`config.mk`:
```
export PLATFORM = sky130hd
export DESIGN_NAME = ps2_rx_filter
export DESIGN_NICKNAME = d
export VERILOG_FILES = /design/src/rtl/ps2_rx_filter.sv
export SDC_FILE = /design/constraint.sdc
export NUM_CORES = 1
export LEC_CHECK = 0
export CAP_MARGIN = 5
export CORE_MARGIN = 2
export CORE_UTILIZATION = 60
export CTS_BUF_LIST = sky130_fd_sc_hd__clkbuf_8
export DETAILED_ROUTE_END_ITERATION = 6
export PLACE_DENSITY = 0.76
export SYNTH_ARGS = -nofsm -noshare
export SYNTH_HDL_FRONTEND = slang
export SYNTH_SLANG_ARGS = --single-unit
```
`constraint.sdc`:
```
create_clock -name clk -period 5.38 [get_ports clk]
set_input_delay 1.614 -clock clk [delete_from_list [all_inputs] [get_ports clk]]
set_output_delay 1.614 -clock clk [all_outputs]
set_load 0.05 [all_outputs]
```
`src/rtl/ps2_rx_filter.sv`:
```
// PS/2 device-to-host receiver with line conditioning, frame validation and a
// make-code filter that drops break sequences (F0 xx) and E0 prefixes.
module ps2_rx_filter #(
  parameter int N          = 8,
  parameter int FILTER_LEN = 8,
  parameter int TIMEOUT    = 50000
) (
  input  logic         clk,
  input  logic         reset,
  input  logic         ps2c,
  input  logic         ps2d,
  input  logic         rx_en,
  output logic [N-1:0] data_out,
  output logic         rx_done_tick,
  output logic         frame_err
);

  localparam int FW = $clog2(FILTER_LEN + 1);
  localparam int WW = $clog2(TIMEOUT + 1);
  localparam int BW = $clog2(N + 2);
  localparam int SW = N + 2;

  typedef enum logic [1:0] {IDLE, SHIFT, CHECK} state_t;

  // Index 0 carries the clock line, index 1 the data line.
  logic [1:0]    c_sync, d_sync;
  logic [1:0]    raw, filt;
  logic [FW-1:0] fcnt [2];
  logic          c_prev;
  logic          fall_tick;

  // NOTE: sequential state is always updated with <= so every flop samples
  // the pre-edge value of its neighbours, independent of statement order.
  always_ff @(posedge clk) begin
    if (reset) begin
      c_sync <= '1;
      d_sync <= '1;
    end else begin
      c_sync <= {c_sync[0], ps2c};
      d_sync <= {d_sync[0], ps2d};
    end
  end

  assign raw = {d_sync[1], c_sync[1]};

  // A line level is accepted only after FILTER_LEN consecutive differing samples.
  always_ff @(posedge clk) begin
    if (reset) begin
      filt    <= '1;
      fcnt[0] <= '0;
      fcnt[1] <= '0;
      c_prev  <= 1'b1;
    end else begin
      c_prev <= filt[0];
      for (int i = 0; i < 2; i++) begin
        if (raw[i] == filt[i]) begin
          fcnt[i] <= '0;
        end else if (fcnt[i] == FW'(FILTER_LEN - 1)) begin
          filt[i] <= raw[i];
          fcnt[i] <= '0;
        end else begin
          fcnt[i] <= fcnt[i] + 1'b1;
        end
      end
    end
  end

  assign fall_tick = c_prev & ~filt[0];

  state_t        state, state_n;
  logic [BW-1:0] bit_cnt, bit_n;
  logic [SW-1:0] sreg, sreg_n;
  logic [WW-1:0] wd, wd_n;
  logic          brk, brk_n;
  logic [N-1:0]  dout_n;
  logic          done_n, err_n;
  logic          frame_ok;
  logic [N-1:0]  code;

  // Frame is LSB first, so after the stop bit sreg = {stop, parity, data}.
  assign code     = sreg[N-1:0];
  assign frame_ok = (^sreg[N:0]) & sreg[N+1];

  always_ff @(posedge clk) begin
    if (reset) begin
      state        <= IDLE;
      bit_cnt      <= '0;
      sreg         <= '0;
      wd           <= '0;
      brk          <= 1'b0;
      data_out     <= '0;
      rx_done_tick <= 1'b0;
      frame_err    <= 1'b0;
    end else begin
      state        <= state_n;
      bit_cnt      <= bit_n;
      sreg         <= sreg_n;
      wd           <= wd_n;
      brk          <= brk_n;
      data_out     <= dout_n;
      rx_done_tick <= done_n;
      frame_err    <= err_n;
    end
  end

  // NOTE: every signal driven here gets a default first, so no path through
  // the case statement can leave one unassigned and infer a latch.
  always_comb begin
    state_n = state;
    bit_n   = bit_cnt;
    sreg_n  = sreg;
    wd_n    = wd;
    brk_n   = brk;
    dout_n  = '0;
    done_n  = 1'b0;
    err_n   = 1'b0;

    unique case (state)
      IDLE: begin
        wd_n = '0;
        if (fall_tick && rx_en && !filt[1]) begin
          state_n = SHIFT;
          bit_n   = '0;
          sreg_n  = '0;
        end
      end

      SHIFT: begin
        if (fall_tick) begin
          sreg_n = {filt[1], sreg[SW-1:1]};
          wd_n   = '0;
          bit_n  = bit_cnt + 1'b1;
          if (bit_cnt == BW'(N + 1)) state_n = CHECK;
        end else if (wd == WW'(TIMEOUT - 1)) begin
          err_n   = 1'b1;
          sreg_n  = '0;
          state_n = IDLE;
        end else begin
          wd_n = wd + 1'b1;
        end
      end

      CHECK: begin
        state_n = IDLE;
        if (!frame_ok) begin
          err_n = 1'b1;
        end else if (code == N'(8'hF0)) begin
          brk_n = 1'b1;
        end else if (code == N'(8'hE0)) begin
          brk_n = brk;
        end else if (brk) begin
          brk_n = 1'b0;
        end else begin
          dout_n = code;
          done_n = 1'b1;
        end
      end

      default: state_n = IDLE;
    endcase
  end

endmodule

```
==> impl_metrics.json <==
{
  "die_x_microns": 73.5,
  "grt_max_degree": 42,
  "synth_seq_area_share": 0.429,
  "drcViolationCount": 0,
  "p_leak_nw": 1.15,
  "grtUsageTotal": 0.238,
  "yosysUniqueCellTypes": 56,
  "start_util": 0.617,
  "drt_iter0_markers": 120,
  "hold_viol_final": 0,
  "drv_slew": 0,
  "layout.area.seq_sq_um": 1240,
  "gp_congestion": 0.877,
  "setup_violations": 0,
  "num_io_pins": 15,
  "wire_per_inst_microns": 14.9,
  "cts_setup_buffers": 0,
  "io_buffers": 14,
  "fin_setup_tns_ps": 0,
  "grt_pass1_wl_mm": 9.98,
  "netlist.top_cell.by_area": "dfxtp_1",
  "fin_crit_sh": 0.597,
  "yosysWarningCount": 0,
  "clkLatencyLatePin_ps": 330,
  "die_h_microns": 73.5,
  "grt_overflow_total": 0,
  "grt_pass1_vias": 2217,
  "tightest_slew_ps": 936,
  "cts_root_buf": "clkbuf_8",
  "num_vias": 2340,
  "synth_area_sq_um": 2900,
  "synth_area_per_cell_sq_um": 9.34,
  "clock.fmax_mhz": 311,
  "diodes": 0,
  "crit_path_max_fanout": 15,
  "p_per_area_nw_per_um2": 277,
  "crit_type": "in2reg",
  "via_per_inst": 6.00,
  "nNetsFinal": 349,
  "async_flop_share": 0,
  "report.power.total_mw": 0.920,
  "dpl.hpwl_mm": 3.94,
  "whs_ps": 411,
  "fillers": 358,
  "place_area_sq_um": 3090,
  "drive_gt1_frac": 0.0952,
  "num_rows": 25,
  "cts_made_buffers": 9,
  "finalInstanceArea_sq_um": 3320,
  "final_core_util": 0.707,
  "area_growth_pct": 14.6,
  "ctsResizeCount": 0,
  "worst_setup_path_start_kind": "input port",
  "crit_path_end": "sreg[0]$_SDFFE_PP0P_",
  "hp-class": "reg2reg",
  "synth_enable_flop_cells": 8,
  "maxCapViolCount": 0,
  "cts_tree": "built",
  "cp-end-kind": "flop",
  "cp.required_ps": 5630,
  "fp.coreArea_sq_um": 4690,
  "critPathLaunch": "rx_en",
  "multi_input_area_sq_um": 1570,
  "max_slew_margin": 0.358,
  "min_period_ps": 3210,
  "cts_sinks": 58,
  "dieArea_sq_um": 5400,
  "outcome": "completed",
  "grt_antenna_before_repair": 0,
  "yosys-top-cells-area": "dfxtp_1, edfxtp_1, ha_1",
  "peakVddDrop_uv": 194,
  "ys.flop_type": "dfxtp_1",
  "fin_ws_ps": 2170,
  "synth_top_area_frac": 0.346,
  "hold_buffers": 0,
  "r2r_slack_ps": 2960,
  "rr_startpoint": "state[1]$_SDFFE_PP0P_",
  "rr_worst_depth": 7,
  "syn_inst": 310,
  "fin_worst_skew_ps": 8.29,
  "arrival_ps": 3460,
  "wirelength_mm": 5.81,
  "reg2reg_to": "wd[8]$_SDFFE_PP0P_",
  "placedCellCount": 374,
  "dp_slack_ps": 1850,
  "fin_cells": 390,
  "clkTransAtPathRegs_ps": 70,
  "first_pass_iters": 4,
  "ctsHtreeMaxLevel": 3,
  "rsz0062_at_grt": "false",
  "synth_seq_cells": 58,
  "clk_path_buf_depth": 2,
  "ant_nets": 0
}
-- cells in the mapped netlist, types with 5 or more instances --
| cell | count |
|---|---|
| nand3_1 | 13 |
| nand2_1 | 16 |
| o211ai_1 | 7 |
| o21ai_0 | 18 |
| dfxtp_1 | 50 |
| nor4_1 | 6 |
| ha_1 | 13 |
| nor3_1 | 8 |
| nor2_1 | 16 |
| mux2i_1 | 5 |
| edfxtp_1 | 8 |
| a21oi_1 | 11 |
| or2_2 | 6 |
| nand2b_1 | 18 |
| xnor2_1 | 8 |
| inv_1 | 16 |
| buf_2 | 5 |
| nand4_1 | 5 |
| clkbuf_1 | 8 |
| or4_1 | 13 |
-- worst min-delay path by stage --
stage | start | to | slack, ps | cells after the start
final | d_sync[0]$_SDFF_PP1_ | d_sync[1]$_SDFF_PP1_ | 410 | 1
after global routing | d_sync[0]$_SDFF_PP1_ | d_sync[1]$_SDFF_PP1_ | 430 | 1
after CTS | d_sync[0]$_SDFF_PP1_ | d_sync[1]$_SDFF_PP1_ | 420 | 1
after detailed placement | d_sync[0]$_SDFF_PP1_ | d_sync[1]$_SDFF_PP1_ | 400 | 1
after global placement | d_sync[0]$_SDFF_PP1_ | d_sync[1]$_SDFF_PP1_ | 390 | 1
after floorplan | c_sync[0]$_SDFF_PP1_ | c_sync[1]$_SDFF_PP1_ | 390 | 1
-- registers in the layout, indices dropped and copies added, names as in the netlist --
register and flops:
bit_cnt 4, brk 1, c_prev 1, c_sync 2, d_sync 2, data_out 8
fcnt 8, filt 2, frame_err 1, rx_done_tick 1, sreg 10, state 2
wd 16
-- power breakdown --
group	leakage (nW)	switching [mW]	internal, mW	total (mW)
clock network	0.121	0.171	0.284	0.456
registers	0.486	0.00279	0.443	0.446
logic	0.544	0.00952	0.00901	0.0185
-- cell usage in the layout (no fill, tap or decap), drive strengths merged, types with 4 or more instances in the layout --
| cell type | n |
|---|---|
| ha | 13 |
| nor4 | 6 |
| nand3 | 13 |
| o21ai | 18 |
| clkdlybuf4s50 | 14 |
| or3 | 5 |
| nand2 | 16 |
| o211ai | 7 |
| edfxtp | 8 |
| conb | 8 |
| nand2b | 18 |
| dfxtp | 50 |
| nand4 | 6 |
| nor3 | 9 |
| or2 | 6 |
| inv | 17 |
| xnor2 | 8 |
| or4 | 14 |
| clkbuf | 11 |
| a21oi | 12 |
| and3 | 4 |
| mux2i | 5 |
| nor2 | 16 |
-- worst max-delay path, stage by stage --
cell             delay [ps]
clkdlybuf4s50_1         400
and4bb_2                260
mux2i_1                 740
a21oi_2                 210
o31ai_1                 240
-- kinds of logic after synthesis --
group / synth area share
mux: 0.0173
xor+xnor: 0.0411
flops: 0.429
fa+ha+maj: 0.0562
other cells: 0.00130
buf+inv: 0.0398
simple gates: 0.296
compound gates: 0.120
-- final cells by class --
type	instances	area share
clock inverter	5	0.0234
clock buffer	11	0.0456
sequential	58	0.374
multi-input combinational	230	0.472
tap	54	0.0204
timing repair buffer	16	0.0468
inverter	16	0.0181
-- metal layers --
layer  wire (microns)  part of all wire  GRT usage  up-vias
met3              191             0.033     0.0370        9
li1                 -                 -          -     1177
met2             2780              0.48      0.391       55
met4               85             0.015      0.117        0
met5                0                 0          0        -
met1             2750              0.47      0.304     1099
Power figures use the tool's default switching activity.
